## src/rtl/popcount_pkg.sv

```systemverilog
// Shared types and widths for the popcount arbiter slice.
package popcount_pkg;
  typedef enum logic [1:0] {IDLE, BUSY, DONE} state_e;
  localparam int OPND_W = 127;
  localparam int CNT_W  = 7;
endpackage

```

## src/rtl/onescount127bit.sv

```systemverilog
// Purely combinational ones counter over one 127-bit operand.
module onescount127bit
  import popcount_pkg::*;
(
  input  logic [OPND_W-1:0] opnd,
  output logic [CNT_W-1:0]  cnt
);

  // Sum of all operand bits; 127 ones fits exactly in 7 bits.
  always_comb begin
    cnt = '0;
    for (int i = 0; i < OPND_W; i++) cnt = cnt + CNT_W'(opnd[i]);
  end

endmodule

```

## src/rtl/popcount_arbiter.sv

```systemverilog
// Round-robin arbiter sharing one registered-operand popcount datapath.
module popcount_arbiter
  import popcount_pkg::*;
#(
  parameter int NREQ   = 4,
  parameter int SETTLE = 3
) (
  input  logic                     clk,
  input  logic                     rst_n,
  input  logic [NREQ-1:0]          req,
  input  logic [NREQ*OPND_W-1:0]   data,
  output logic [NREQ-1:0]          gnt,
  output logic                     busy,
  output logic                     done,
  output logic [$clog2(NREQ)-1:0]  done_id,
  output logic [CNT_W-1:0]         count
);

  localparam int IDW = $clog2(NREQ);

  state_e            state_q, state_d;
  logic [NREQ-1:0]   gnt_q, gnt_d;
  logic [OPND_W-1:0] operand_q, operand_d;
  logic [3:0]        timer_q, timer_d;
  logic [IDW-1:0]    last_q, last_d;
  logic [IDW-1:0]    gidx_q, gidx_d;
  logic [IDW-1:0]    done_id_q, done_id_d;
  logic [CNT_W-1:0]  count_q, count_d;
  logic              done_q, done_d;

  logic              win_found;
  logic [IDW-1:0]    win_idx;
  logic [CNT_W-1:0]  pc;

  // The datapath only ever sees the latched operand, so late data changes cannot leak in.
  onescount127bit u_cnt (
    .opnd (operand_q),
    .cnt  (pc)
  );

  // Round-robin pick: first requester above the last grant, wrapping.
  always_comb begin
    win_found = 1'b0;
    win_idx   = last_q;
    for (int k = 1; k <= NREQ; k++) begin
      if (!win_found && req[(int'(last_q) + k) % NREQ]) begin
        win_found = 1'b1;
        win_idx   = IDW'((int'(last_q) + k) % NREQ);
      end
    end
  end

  // Next-state logic: grant and latch in IDLE, count down in BUSY, report on the way to DONE.
  always_comb begin
    state_d   = state_q;
    gnt_d     = gnt_q;
    operand_d = operand_q;
    timer_d   = timer_q;
    last_d    = last_q;
    gidx_d    = gidx_q;
    done_id_d = done_id_q;
    count_d   = count_q;
    done_d    = 1'b0;
    case (state_q)
      IDLE: begin
        if (win_found) begin
          state_d   = BUSY;
          gnt_d     = NREQ'(1) << win_idx;
          gidx_d    = win_idx;
          last_d    = win_idx;
          operand_d = data[int'(win_idx)*OPND_W +: OPND_W];
          timer_d   = 4'(SETTLE - 1);
        end
      end
      BUSY: begin
        if (timer_q == '0) begin
          state_d   = DONE;
          count_d   = pc;
          done_id_d = gidx_q;
          done_d    = 1'b1;
        end else begin
          timer_d = timer_q - 4'd1;
        end
      end
      DONE: begin
        state_d = IDLE;
        gnt_d   = '0;
      end
      default: state_d = IDLE;
    endcase
  end

  // State register; reset wins over everything and leaves requester 0 next in line.
  always_ff @(posedge clk) begin
    if (!rst_n) begin
      state_q   <= IDLE;
      gnt_q     <= '0;
      operand_q <= '0;
      timer_q   <= '0;
      last_q    <= IDW'(NREQ - 1);
      gidx_q    <= '0;
      done_id_q <= '0;
      count_q   <= '0;
      done_q    <= 1'b0;
    end else begin
      state_q   <= state_d;
      gnt_q     <= gnt_d;
      operand_q <= operand_d;
      timer_q   <= timer_d;
      last_q    <= last_d;
      gidx_q    <= gidx_d;
      done_id_q <= done_id_d;
      count_q   <= count_d;
      done_q    <= done_d;
    end
  end

  assign gnt     = gnt_q;
  assign busy    = (state_q != IDLE);
  assign done    = done_q;
  assign done_id = done_id_q;
  assign count   = count_q;

endmodule

```

## config.mk

```make
export PLATFORM = sky130hd
export DESIGN_NAME = popcount_arbiter
export DESIGN_NICKNAME = d
export VERILOG_FILES = /design/src/rtl/popcount_pkg.sv /design/src/rtl/onescount127bit.sv /design/src/rtl/popcount_arbiter.sv
export SDC_FILE = /design/constraint.sdc
export NUM_CORES = 1
export LEC_CHECK = 0
export ABC_AREA = 1
export BUFFER_PORTS_ARGS = -buffer_cell sky130_fd_sc_hd__buf_4
export CORE_AREA = 4 4 203 205
export CTS_CLUSTER_DIAMETER = 50
export DETAILED_ROUTE_END_ITERATION = 7
export DIE_AREA = 0 0 207 209
export PLACE_DENSITY = 0.65
export SYNTH_ARGS = -nofsm -noshare
export SYNTH_HDL_FRONTEND = slang
export SYNTH_SLANG_ARGS = --single-unit
```

## constraint.sdc

```tcl
create_clock -name clk -period 7.33 [get_ports clk]
set_input_delay 0.3665 -clock clk [delete_from_list [all_inputs] [get_ports clk]]
set_output_delay 0.3665 -clock clk [all_outputs]
set_load 0.01 [all_outputs]
```

==> results of run 1 <==
==> path summary, 6_finish.rpt <==
path / endpoint / depth (start not counted) / slack (ns) / start
hold reg to reg: gidx_q[1]$_SDFFE_PN0P_ / 2 / 0.46 / gidx_q[1]$_SDFFE_PN0P_
setup reg to reg: count[6]$_SDFFE_PN0P_ / 25 / 0.31 / operand_q[96]$_SDFFE_PN0P_
setup / recovery: count[6]$_SDFFE_PN0P_ / 25 / 0.31 / operand_q[96]$_SDFFE_PN0P_
hold / removal: last_q[0]$_SDFFE_PN1P_ / 2 / 0.24 / rst_n
==> layer usage <==
metal  vias up  GRT usage (%)
met5         -              0
met2       439           43.6
li1       7982              -
met4         0           7.46
met3        58           3.93
met1      7049           28.9
==> registers in the layout, indices dropped and copies added (netlist names) <==
register and flops:
operand_q 127, last_q 2, done 1, timer_q 4, state_q 2, done_id 2, gnt 4, gidx_q 2
count 7
==> layout by cell type, fill, tap and decap left out <==
cell        instances
a21oi_1            59
clkbuf_16          17
nand3_1            99
inv_4               2
nand2_4             7
dfxtp_1           151
nand2_8             2
fa_2                1
diode_2             2
clkbuf_1            2
bufinv_16           3
o21ai_0            11
buf_4             536
fa_1              113
o21ai_1             2
o211ai_1            3
nand3_2             1
clkinv_2            1
xnor2_1             2
inv_1             428
nand4_1             2
nor2_4              3
xor2_1              2
nand2_1           978
inv_2               4
nor2_1            441
a22oi_1             1
nand3_4             2
clkinv_4            1
nand2_2             8
ha_1               28
a21o_1              2
clkinvlp_4          4
inv_6               3
==> final cells by class <==
type	count	area, um2	area share [%]
multi-input cells	1767	9160	48.0
repair buffers	536	4020	21.1
flip-flops and latches	151	3020	15.8
inverters	435	1640	8.60
well taps	525	657	3.44
clock buffers	19	433	2.27
clock inverters	11	151	0.793
diodes	2	5.00	0.0262
==> critical path, stage by stage, from the launching register on <==
cell	delay, ns
dfxtp_1	0.33
fa_1	0.55
inv_1	0.06
fa_1	0.50
inv_1	0.06
fa_1	0.51
inv_1	0.06
fa_1	0.48
inv_1	0.06
fa_1	0.56
fa_1	0.45
fa_1	0.49
fa_1	0.49
inv_1	0.05
fa_1	0.45
fa_1	0.50
inv_1	0.04
ha_1	0.20
fa_2	0.36
nand3_1	0.09
nand2_1	0.08
a21o_1	0.16
a21oi_1	0.15
nor2_1	0.05
o21ai_1	0.14
inv_1	0.05
==> stage by stage <==
step / instances / util [%] / cell area (um2)
CTS: 3444 / 48.4 / 19100
detailed placement: 3414 / 46.9 / 18500
global route: 3446 / 48.4 / 19100
finish: 3446 / 48.4 / 19100
global placement: 3414 / 46.9 / 18500
floorplan: 2474 / - / 14500
==> cells by family after synthesis <==
| logic type | count (synthesis) | share of synthesized area [%] |
|---|---|---|
| adder cells (fa/ha/maj) | 142 | 18.2 |
| AO/OA/AOI/OAI | 78 | 2.80 |
| AND/OR/NAND/NOR | 1543 | 41.7 |
| flip-flops | 151 | 20.9 |
| XOR/XNOR | 4 | 0.242 |
| buffers and inverters | 556 | 16.2 |
==> what timing repair did <==
action	in CTS	in global routing
resized for setup	0	2
hold buffers	0	0
endpoints found under the setup margin	0	1
hold endpoints to repair	0	0
==> metrics.md, run 1 <==
| Metric | Value |
|---|---|
| Total GRT Usage | `23.9%` |
| # DRC | `0` |
| Fraction of synthesized cell area taken by the top area cell type | `25.4%` |
| Yosys reg bits | `about 150` |
| Synth top area cells | `nand2_1 (25%), dfxtp_1 (21%), fa_1 (16%)` |
| I/O pin total | `about 530` |
| Drt pass-1 iters | `5` |
| Die H | `209 um` |
| Filler instances | `between 4000 and 5000` |
| Status | `finished clean` |
| Min Tclk post-route | `between 7 and 8 ns` |
| Via count | `around 16000` |
| Final ANT Viol Nets | `0` |
| Clock transition at path regs | `around 0.060 ns` |
| Placeable Area | `slightly below 0.04 mm2` |
| Gate Count Post-Synth | `~2500` |
| Root Buffer | `clkbuf_16` |
| Initial DRC count | `901` |
| Layout Nets | `roughly 3600` |
| Post-CTS Setup Repair Bufs | `0` |
| Overflow after GRT | `0` |
| Count of flip-flops with a built-in enable after synthesis | `0` |
| Clk_lat worst skew | `0.43 ns` |
| Tightest Pin Transition | `about 1.2 ns` |
| Input/output buffers | `528` |
| Clk_skew | `0.0104 ns` |
| Most instantiated library cell after synthesis | `nand2_1` |
| Fin Setup TNS | `0 ns` |
| CTS tree | `built` |
| Routed wire length | `53900 um` |
| Synth cell count leaders | `nand2_1 (981), nor2_1 (442), inv_1 (428)` |
| Avg Vias per Cell | `around 4.5` |
| Crit path max fanout | `2` |
| Highest routed layer | `met4` |
| Max_slew headroom | `roughly 17%` |
| Synthesized netlist net count | `~3100` |
| Register area share after synthesis | `roughly a fifth` |
| Worst Path Arrival | `7.34 ns` |
| Routed len/inst | `about 16 um` |
| Endpoints failing setup | `0` |
| Synth Flop Type | `dfxtp_1` |
| Worst setup EP type | `register` |
| Startpoint Class | `register` |
| RSZ-0062 raised after global routing | `no` |
| Clk buf depth | `2` |
| Syn_area_per_cell | `about 5.9 um2` |
| Final HPWL DP | `about 43000 um` |
| HP Class | `primary input to register` |
| Final hold violations | `0` |
| Synth cell types | `30` |
| DIE WIDTH | `~210 um` |
| Post-synth ARST share | `0%` |
| Site Rows | `73` |
| Routed metal-1 wirelength | `roughly 23000 um` |
| Worst slack, placed | `0.217 ns` |
| Kind of critical path | `register to register` |
| Synthesized area | `between 0.01 and 0.015 mm2` |
| First-pass GRT wire length | `roughly 83000 um` |
| Routability cong. | `~0.9` |
| Fin. max-slew vios | `0` |
| Share of cells above drive strength 1 | `a little over 20%` |
| Routed length on met2 | `approximately 27000 um` |
| Metal3 WL | `~2600 um` |
| Fin Hold WS | `~0.24 ns` |
| Fin crit share | `between 90% and 100%` |
| Num Clock Sinks | `around 150` |
| Max Freq | `between 100 and 150 MHz` |
| H-tree lvl count | `4` |
| Setup WS post-layout | `around 0.3 ns` |
| Initial Util | `roughly 37%` |
| Pin count of the biggest net entering global routing | `around 140` |
| Max Cap Viol | `0` |
| Initial antenna violation count | `2` |
| Yosys warnings | `0` |
| Vias in the first global route | `between 15000 and 20000` |
| Die area | `0.0433 mm2` |
| Layout area overhead | `31.8%` |
| Post-synth top area cell | `nand2_1` |
| Req. time, crit path | `7.65 ns` |
| Cts bufs inserted | `17` |
Power of run 1 is left out: the tool's default activity adds up to more than one toggle a clock period on the data nets, which glitch-free logic cannot reach.
==> inputs of run 2 (changes only) <==
--- a/config.mk
+++ b/config.mk
@@ -5,13 +5,12 @@
 export SDC_FILE = /design/constraint.sdc
 export NUM_CORES = 1
 export LEC_CHECK = 0
-export ABC_AREA = 1
 export BUFFER_PORTS_ARGS = -buffer_cell sky130_fd_sc_hd__buf_4
-export CORE_AREA = 4 4 203 205
+export CORE_AREA = 4 4 206 208
 export CTS_CLUSTER_DIAMETER = 50
 export DETAILED_ROUTE_END_ITERATION = 7
-export DIE_AREA = 0 0 207 209
-export PLACE_DENSITY = 0.65
+export DIE_AREA = 0 0 210 212
+export PLACE_DENSITY_LB_ADDON = 0.1
 export SYNTH_ARGS = -nofsm -noshare
 export SYNTH_HDL_FRONTEND = slang
 export SYNTH_SLANG_ARGS = --single-unit
==> run 2 against run 1 <==
Non-clock buffer count rose by 2. First-iteration DRC count fell by 33%. Wire length fell by 11%. Critical endpoint unchanged. Largest cell class unchanged. Highest routed layer unchanged.
==> metrics.md, run 2 <==
| Metric | Value |
|---|---|
| Status | `finished clean (unchanged)` |
| Gate Count Post-Synth | `1398 (was 2474)` |
| Die area | `0.0445 mm2 (was 0.0433 mm2)` |
| Reg with most FFs | `operand_q (unchanged)` |
| First-pass GRT wire length | `72400 um (was 82600 um)` |
| Filler instances | `4084 (was 4254)` |
| Die H | `212 um (was 209 um)` |
| Placeable Area | `0.0406 mm2 (was 0.0395 mm2)` |
| Fraction of synthesized cell area taken by the top area cell type | `23.9% (was 25.4%)` |
| Max_slew headroom | `16.4% (was 17.1%)` |
| Synthesized area | `0.0126 mm2 (was 0.0145 mm2)` |
| Post-synth top area cell | `dfxtp_1 (was nand2_1)` |
| Initial Util | `31.1% (was 36.7%)` |
| Layout area overhead | `37.2% (was 31.8%)` |
| Count of flip-flops with a built-in enable after synthesis | `0 (unchanged)` |
| Post-CTS Setup Repair Bufs | `0 (unchanged)` |
| Post-synth ARST share | `0% (unchanged)` |
| Reg2reg end | `count[6]$_SDFFE_PN0P_ (unchanged)` |
| Req. time, crit path | `7.61 ns (was 7.65 ns)` |
| Fin crit share | `95.9% (was 95.8%)` |
| Fin. max-slew vios | `0 (unchanged)` |
| FF-to-FF path depth | `25 (unchanged)` |
| Min Tclk post-route | `7.03 ns (was 7.02 ns)` |
| Worst Path Arrival | `7.31 ns (was 7.34 ns)` |
| Flip-flop count of the largest register after layout | `127 (unchanged)` |
| Routed len/inst | `20.2 um (was 15.6 um)` |
| Startpoint Class | `register (unchanged)` |
| Routability cong. | `0.796 (was 0.901)` |
| I/O pin total | `529 (unchanged)` |
| Layout Nets | `2486 (was 3564)` |
| Reg2Reg Setup Slack | `0.30 ns (was 0.31 ns)` |
| RSZ-0062 raised after global routing | `no (unchanged)` |
| Hold path depth | `3 (was 2)` |
| Leading cell type in the layout, fill and taps excluded | `buf_4 (was nand2_1)` |
| Avg Vias per Cell | `4.97 (was 4.51)` |
| Max Freq | `142 MHz (about the same)` |
| Routed wire length | `47900 um (was 53900 um)` |
| Via count | `11800 (was 15500)` |
| Worst setup EP type | `register (unchanged)` |
| H-tree lvl count | `4 (unchanged)` |
| Most frequent cells in the layout | `buf_4 (536), inv_1 (261), a211oi_1 (215) (was nand2_1 (978), buf_4 (536), nor2_1 (441))` |
| Input/output buffers | `528 (unchanged)` |
| Cts bufs inserted | `17 (unchanged)` |
| Register area share after synthesis | `23.9% (was 20.9%)` |
| CTS tree | `built (unchanged)` |
| Final HPWL DP | `38200 um (was 42600 um)` |
| Root Buffer | `clkbuf_16 (unchanged)` |
| Clk buf depth | `2 (unchanged)` |
| Max Cap Viol | `0 (unchanged)` |
| Most instantiated library cell after synthesis | `inv_1 (was nand2_1)` |
| Hold path startpoint | `data[95] (was rst_n)` |
| Total GRT Usage | `20.8% (was 23.9%)` |
| Share of cells above drive strength 1 | `32.6% (was 20.4%)` |
| Clock transition at path regs | `0.07 ns (was 0.06 ns)` |
| Site Rows | `74 (was 73)` |
| Clk_lat worst skew | `0.43 ns (about the same)` |
| Kind of critical path | `register to register (unchanged)` |
| Clk_skew | `0.00809 ns (was 0.0104 ns)` |
| Yosys warnings | `0 (unchanged)` |
| Final ANT Viol Nets | `0 (unchanged)` |
| Vias in the first global route | `12800 (was 15400)` |
| FF-to-FF Start | `operand_q[60]$_SDFFE_PN0P_ (was operand_q[96]$_SDFFE_PN0P_)` |
| HP Class | `primary input to register (unchanged)` |
| Crit path max fanout | `3 (was 2)` |
| Tightest Pin Transition | `1.25 ns (was 1.24 ns)` |
| Overflow after GRT | `0 (unchanged)` |
| Synthesized netlist net count | `2054 (was 3130)` |
| Pin count of the biggest net entering global routing | `147 (was 141)` |
| Num Clock Sinks | `151 (unchanged)` |
| Synth cell count leaders | `inv_1 (261), a211oi_1 (216), dfxtp_1 (151) (was nand2_1 (981), nor2_1 (442), inv_1 (428))` |
| # DRC | `0 (unchanged)` |
| Syn_area_per_cell | `9.03 um2 (was 5.85 um2)` |
| Final hold violations | `0 (unchanged)` |
| Synth Flop Type | `dfxtp_1 (unchanged)` |
| Synth cell types | `46 (was 30)` |
| Hold Path Sink | `operand_q[95]$_SDFFE_PN0P_ (was last_q[0]$_SDFFE_PN1P_)` |
| DIE WIDTH | `210 um (was 207 um)` |
| Initial antenna violation count | `1 (was 2)` |
| Yosys reg bits | `151 (unchanged)` |
| Fin Setup TNS | `0 ns (unchanged)` |
| Drt pass-1 iters | `4 (was 5)` |
| Initial DRC count | `606 (was 901)` |
| Synth top area cells | `dfxtp_1 (24%), fa_1 (18%), a211oi_1 (13%) (was nand2_1 (25%), dfxtp_1 (21%), fa_1 (16%))` |
| Endpoints failing setup | `0 (unchanged)` |
-- run 2: cell types whose count changed in the layout (fill, tap and decap cells not counted), sizes merged, moves of 99 or more --
cell	delta
a211oi	+216
a31oi	+107
inv	-173
mux2i	+149
nand2	-974
nand3	-99
nor2	-434
o21ai	+122
-- run 2: how the worst max path moves through the flow --
stage	from	to	slack [ns]	cells past startpoint
4_1_cts	operand_q[60]$_SDFFE_PN0P_	count[6]$_SDFFE_PN0P_	0.15	25
5_1_grt	operand_q[60]$_SDFFE_PN0P_	count[6]$_SDFFE_PN0P_	0.02	25
6_report	operand_q[60]$_SDFFE_PN0P_	count[6]$_SDFFE_PN0P_	0.30	25
3_5_place_dp	operand_q[60]$_SDFFE_PN0P_	count[6]$_SDFFE_PN0P_	0.18	25
2_1_floorplan	operand_q[60]$_SDFFE_PN0P_	count[6]$_SDFFE_PN0P_	0.47	25
3_3_place_gp	operand_q[60]$_SDFFE_PN0P_	count[6]$_SDFFE_PN0P_	0.24	25
-- run 2: layout make-up --
class	count	area, um2	share of cell area (%)
multi-input cells	861	7980	46.0
repair buffers	538	4060	23.5
flip-flops and latches	151	3020	17.5
inverters	261	980	5.65
well taps	532	666	3.84
clock buffers	22	474	2.74
clock inverters	10	141	0.816
diodes	1	2.50	0.0144
-- run 2: routing by layer --
layer,global-route usage [%],part of all wire (%),vias up
li1,-,-,5799
met1,25.7,40,5643
met2,37.9,52,336
met3,4.22,5.6,36
met4,4.32,1.5,0
met5,0,0,-
-- run 2: logic make-up after synthesis --
group | count (synthesis) | synth area share (%)
flops | 151 | 23.9
buf+inv | 386 | 13.3
xor+xnor | 7 | 0.485
simple gates | 59 | 2.39
mux | 149 | 11.8
compound gates | 504 | 27.2
fa+ha+maj | 142 | 20.8
-- run 2: worst max-delay path, stage by stage (launching register included) --
cell and delay, ns:
dfxtp_2 0.32, inv_1 0.05, fa_1 0.52, inv_1 0.06, fa_1 0.49, inv_1 0.05, fa_1 0.47, inv_1 0.06
fa_1 0.50, inv_1 0.05, fa_1 0.48, inv_1 0.05, fa_1 0.47, fa_1 0.49, fa_1 0.49, inv_1 0.05
fa_1 0.45, fa_1 0.49, inv_1 0.04, ha_2 0.18, fa_2 0.39, a211oi_2 0.23, o21bai_1 0.10, a21oi_1 0.16
xnor2_1 0.14, a21oi_1 0.09
-- run 2: stage by stage --
stage | worst slack (ns) | hold WS (ns) | util [%] | cells | cell area (um2)
3_5_place_dp | 0.182 | 0.460 | 41.2 | 2343 | 16700
3_3_place_gp | 0.237 | 0.453 | 41.2 | 2343 | 16700
2_1_floorplan | 0.470 | 0.438 | - | 1398 | 12600
4_1_cts | 0.149 | 0.238 | 42.7 | 2375 | 17300
6_report | 0.297 | 0.257 | 42.7 | 2376 | 17300
5_1_grt | 0.0160 | 0.257 | 42.7 | 2375 | 17300
-- run 2: repair_timing --
action | in CTS | in global routing
endpoints found under the setup margin | 0 | 2
hold buffers | 0 | 0
resized for setup | 0 | 5
Power of run 2 is left out for the same reason.
